File: config.mk
export PLATFORM = sky130hd
export DESIGN_NAME = dpi_stream_xform
export DESIGN_NICKNAME = d
export VERILOG_FILES = /design/src/rtl/dpi_stream_xform.sv
export SDC_FILE = /design/constraint.sdc
export NUM_CORES = 1
export LEC_CHECK = 0
export CORE_UTILIZATION = 35
export CTS_CLUSTER_SIZE = 10
export DETAILED_ROUTE_END_ITERATION = 6
export PLACE_DENSITY_LB_ADDON = 0.12
export SYNTH_ARGS = -nofsm -noshare
export SYNTH_HDL_FRONTEND = slang
export SYNTH_SLANG_ARGS = --single-unit
File: constraint.sdc
create_clock -name v_clk -period 12.1 [get_ports v_clk]
set_input_delay 2.42 -clock v_clk [delete_from_list [all_inputs] [get_ports v_clk]]
set_output_delay 2.42 -clock v_clk [all_outputs]
set_load 0.1 [all_outputs]
File: src/rtl/dpi_stream_xform.sv
// rtl/dpi_stream_xform.sv - multi-channel valid/ready transform with per-channel output FIFO and completion tracking
module dpi_stream_xform #(
  parameter int CH    = 4,
  parameter int W     = 32,
  parameter int DEPTH = 4,
  parameter int INCR  = 1
) (
  input  logic            v_clk,
  input  logic            v_rst,
  input  logic [1:0]      mode,
  input  logic [CH-1:0]   in_valid,
  output logic [CH-1:0]   in_ready,
  input  logic [CH*W-1:0] in_data,
  input  logic [CH-1:0]   in_last,
  output logic [CH-1:0]   out_valid,
  input  logic [CH-1:0]   out_ready,
  output logic [CH*W-1:0] out_data,
  output logic [CH-1:0]   out_last,
  output logic [CH*32-1:0] beats_in,
  output logic [CH*32-1:0] beats_out,
  output logic [CH-1:0]   done,
  output logic            all_done
);

  localparam int AW = (DEPTH > 1) ? $clog2(DEPTH) : 1;
  localparam int CW = $clog2(DEPTH + 1);
  localparam logic [W-1:0]  INCR_W = W'(INCR);
  localparam logic [CW-1:0] FULL   = CW'(DEPTH);
  localparam logic [CW-1:0] ONE_C  = CW'(1);
  localparam logic [AW-1:0] ONE_P  = AW'(1);

  for (genvar c = 0; c < CH; c++) begin : g_ch
    logic [W-1:0]  din;
    logic [W-1:0]  xf;
    logic          push;
    logic          pop;
    logic [AW-1:0] head_q, head_d, tail_q, tail_d;
    logic [CW-1:0] count_q, count_d;
    logic [31:0]   bin_q, bin_d, bout_q, bout_d;
    logic          done_q, done_d;
    // bit W holds the beat's last flag alongside its transformed data
    logic [W:0]    mem_q [DEPTH];

    assign din = in_data[c*W +: W];

    always_comb begin
      xf = din;
      case (mode)
        2'd1:    xf = din + INCR_W;
        2'd2:    xf = din - INCR_W;
        2'd3:    xf = ~din;
        default: xf = din;
      endcase
    end

    // ready depends only on occupancy so a same-cycle pop never feeds back into it
    assign in_ready[c]  = !v_rst && (count_q != FULL);
    assign out_valid[c] = !v_rst && (count_q != '0);
    assign push         = in_valid[c] && in_ready[c];
    assign pop          = out_valid[c] && out_ready[c];

    always_comb begin
      head_d  = head_q;
      tail_d  = tail_q;
      count_d = count_q;
      bin_d   = bin_q;
      bout_d  = bout_q;
      done_d  = done_q;
      if (push) begin
        tail_d = tail_q + ONE_P;
        bin_d  = bin_q + 32'd1;
      end
      if (pop) begin
        head_d = head_q + ONE_P;
        bout_d = bout_q + 32'd1;
        done_d = done_q | mem_q[head_q][W];
      end
      case ({push, pop})
        2'b10:   count_d = count_q + ONE_C;
        2'b01:   count_d = count_q - ONE_C;
        default: count_d = count_q;
      endcase
    end

    always_ff @(posedge v_clk) begin
      if (v_rst) begin
        head_q  <= '0;
        tail_q  <= '0;
        count_q <= '0;
        bin_q   <= '0;
        bout_q  <= '0;
        done_q  <= 1'b0;
      end else begin
        head_q  <= head_d;
        tail_q  <= tail_d;
        count_q <= count_d;
        bin_q   <= bin_d;
        bout_q  <= bout_d;
        done_q  <= done_d;
      end
    end

    always_ff @(posedge v_clk) begin
      if (push) begin
        mem_q[tail_q] <= {in_last[c], xf};
      end
    end

    assign out_data[c*W +: W]    = mem_q[head_q][W-1:0];
    assign out_last[c]           = mem_q[head_q][W];
    assign beats_in[c*32 +: 32]  = bin_q;
    assign beats_out[c*32 +: 32] = bout_q;
    assign done[c]               = done_q;
  end

  assign all_done = &done;

endmodule

==> results.sh <==
export IMPL_run_status="finished clean"
export IMPL_cts_max_level=3
export IMPL_ys_types=101
export IMPL_clk_path_buf_depth=3
export IMPL_cts_made_buffers=100
export IMPL_p_leak_nw=17.01
export IMPL_combPwrFrac_pct=18.8
export IMPL_placementRows=128
export IMPL_dpl_hpwl_um=95720
export IMPL_fill_cells=11640
export IMPL_setup_worst_path_class="in -> out"
export IMPL_initial_utilization_pct=35.41
export IMPL_drv_cap=0
export IMPL_io_pins=545
export IMPL_cp_data_required_time_ns=9.68
export IMPL_holdBufCountCts=0
export IMPL_tightest_slew_ns=1.271
export IMPL_min_path_type="reg -> reg"
export IMPL_swShare_pct=30.17
export IMPL_syn_cell_area_um2=43270
export IMPL_p_int_mw=5.059
export IMPL_syn2layout_area_growth_pct=22.15
export IMPL_ys_seq_area_share_pct=50.33
export IMPL_synth_ff_type="edfxtp_1"
export IMPL_clk_latency_ns=0.72
export IMPL_fin_nets=4723
export IMPL_setup_viol=0
export IMPL_grt_pass1_vias=31800
export IMPL_root_buffer="clkbuf_16"
export IMPL_routed_wl_um=136800
export IMPL_core_area_um2=122200
export IMPL_layout_commonest_cell="clkdlybuf4s50_1"
export IMPL_cp_top_family="buffers and inverters"
export IMPL_grt_pass1_wl_um=206400
export IMPL_final_cell_mix="clkdlybuf4s50_1 (543), edfxtp_1 (528), nor2_1 (495)"
export IMPL_clkPwrFrac_pct=37.9
export IMPL_ant_nets=0
export IMPL_finalCriticalPeriod_ns=7.050
export IMPL_cts_sinks=824
export IMPL_cp_startpoint="v_rst"
export IMPL_tritoncts="built"
export IMPL_cp_endpoint="in_ready[0]"
export IMPL_start_kind="input port"
export IMPL_cp_arrival_ns=4.63
export IMPL_ys_seq_elements=824
export IMPL_hold_viol=0
export IMPL_path_clk_slew_ns=0.05
export IMPL_critical_path_max_fanout=59
export IMPL_p_sw_mw=2.186
export IMPL_synthCells=4174
export IMPL_powerDensity_nw_per_um2=137.1
export IMPL_firstDrtPassIters=5
export IMPL_reg2reg_depth=8
export IMPL_synth_edf_count=528
export IMPL_antenna_found_initial=32
export IMPL_wl_per_cell_um=21.92
export IMPL_io_buffers=544
export IMPL_syn_avg_cell_area_um2=10.37
export IMPL_drv_slew=0
export IMPL_first_iter_violations=2443
export IMPL_whs_ns=0.4862
export IMPL_vdd_drop_max_mv=0.1145
export IMPL_drive_gt1_share_pct=7.990
export IMPL_critical_path_buf_inv_count=2
export IMPL_seqPwrFrac_pct=43.3
export IMPL_setup_ws_ns=5.050
export IMPL_drc=0
export IMPL_fin_setup_tns_ns=0
export IMPL_synth_warnings=0
export IMPL_globalplace_congestion=0.8671
export IMPL_ctsResizeCount=0
export IMPL_grt_overflow=0
export IMPL_syn_nets=4358
export IMPL_r2r_end="g_ch[0].bin_q[26]"
export IMPL_gr_usage_all_layers_pct=21.39
export IMPL_num_vias=33840
export IMPL_period_share_pct=58.26
export IMPL_reg2reg_slack_ns=9.10
export IMPL_slew_headroom_pct=15.01
export IMPL_via_per_inst=5.420
export IMPL_dp_slack_ns=4.584
export IMPL_grt_max_degree=140
export IMPL_critPathMaxStageDelay_ns=1.30
export IMPL_rr_startpoint="g_ch[0].count_q[1]"
export IMPL_fp_dieH_um=353.6
export IMPL_dieArea_um2=125000
export IMPL_cp_cell_sequence="buf_8, a31oi_1, clkdlybuf4s50_1"
export IMPL_cp_num_cells=3
export IMPL_post_cts_buffers=0
export IMPL_finalClockSkew_ns=0.04417
export IMPL_async_reset_ff_share_pct=0
export IMPL_fmax_mhz=141.8
export IMPL_cpMaxStageDelayCell="clkdlybuf4s50_1"
export IMPL_dieWidth_um=353.6
export IMPL_rsz0062_at_grt="false"
export IMPL_cp_end_kind="primary output"
[worst register-to-register path: cells and delay by family, from the launching register on]
| kind | cells | cell delay, ns |
|---|---|---|
| compound gates | 1 | 0.67 |
| xor+xnor | 1 | 0.16 |
| buf+inv | 1 | 0.08 |
| flops | 1 | 0.35 |
| simple gates | 5 | 1.61 |
[power by group through the flow]
stage / Combinational [mW] / Clock (mW) / Sequential, mW
floorplan: 0.950 / 0 / 3.22
global placement: 1.37 / 0 / 3.20
detailed placement: 1.37 / 0 / 3.20
CTS: 1.38 / 2.83 / 3.14
global route: 1.45 / 2.93 / 3.15
finish: 1.36 / 2.74 / 3.14
[stage by stage]
| stage | utilization [%] | instance area [um2] | std cells | power [mW] |
|---|---|---|---|---|
| after floorplan | - | 43270 | 4174 | 4.169 |
| after global placement | 40.80 | 49850 | 6062 | 4.566 |
| after detailed placement | 40.80 | 49850 | 6062 | 4.572 |
| after CTS | 43.23 | 52830 | 6231 | 7.347 |
| after global routing | 43.24 | 52840 | 6238 | 7.524 |
| final | 43.25 | 52860 | 6243 | 7.246 |
[final cells by class]
class / instances / area [um2] / area share (%)
Antenna cell: 12 / 30.03 / 0.05681
Clock buffer: 146 / 2735 / 5.175
Clock inverter: 23 / 237.7 / 0.4498
Inverter: 77 / 292.8 / 0.5539
Multi-Input combinational cell: 2951 / 19970 / 37.78
Sequential cell: 824 / 21790 / 41.22
Tap cell: 1625 / 2033 / 3.847
Timing Repair Buffer: 585 / 5771 / 10.92
[cells by family after synthesis]
| group | share of synthesized area, % |
|---|---|
| XOR/XNOR | 5.870 |
| adder cells (fa/ha/maj) | 1.226 |
| buffers and inverters | 3.684 |
| AO/OA/AOI/OAI | 11.71 |
| flip-flops | 50.33 |
| AND/OR/NAND/NOR | 18.44 |
| multiplexers | 8.729 |
[layer usage]
layer	part of all wire, %	global-route usage [%]	wire (um)	vias up
met1	45	29.14	61870	16470
met4	2.3	5.706	3202	38
li1	-	-	-	16190
met3	6.0	4.830	8259	209
met5	0.16	0	223	-
met2	46	34.14	63280	937
[synth_stat cells (77+ instances only)]
cell type,count,area [um2]
edfxtp_1,528,15860
nor2_1,495,1858
nand2_1,424,1592
dfxtp_1,296,5926
clkbuf_1,240,900.9
a21oi_1,196,980.9
o21ai_0,192,960.9
xor2_1,153,1340
xnor2_1,137,1200
mux4_2,132,2973
nand3_1,128,640.6
or3_1,91,569.3
nor3_1,89,445.4
mux2i_1,77,770.7
o211ai_1,77,578.1
[sequential cells by signal (all words and copies together) (netlist names), named ones only]
name / count
g_ch.bin_q: 128
g_ch.mem_q: 528
g_ch.done_q: 4
g_ch.head_q: 8
g_ch.bout_q: 128
g_ch.tail_q: 8
g_ch.count_q: 12
[worst min-delay path by stage]
stage | startpoint | end | slack, ns | depth (start not counted)
2_1_floorplan | g_ch[3].done_q | g_ch[3].done_q | 0.45 | 2
3_3_place_gp | g_ch[2].bout_q[31] | g_ch[2].bout_q[31] | 0.47 | 2
3_5_place_dp | g_ch[2].bout_q[31] | g_ch[2].bout_q[31] | 0.48 | 2
4_1_cts | g_ch[2].bout_q[31] | g_ch[2].bout_q[31] | 0.49 | 2
5_1_grt | g_ch[2].bout_q[29] | g_ch[2].bout_q[29] | 0.52 | 2
6_report | g_ch[2].bout_q[31] | g_ch[2].bout_q[31] | 0.49 | 2
No activity file was read; power rests on OpenSTA's default activity.
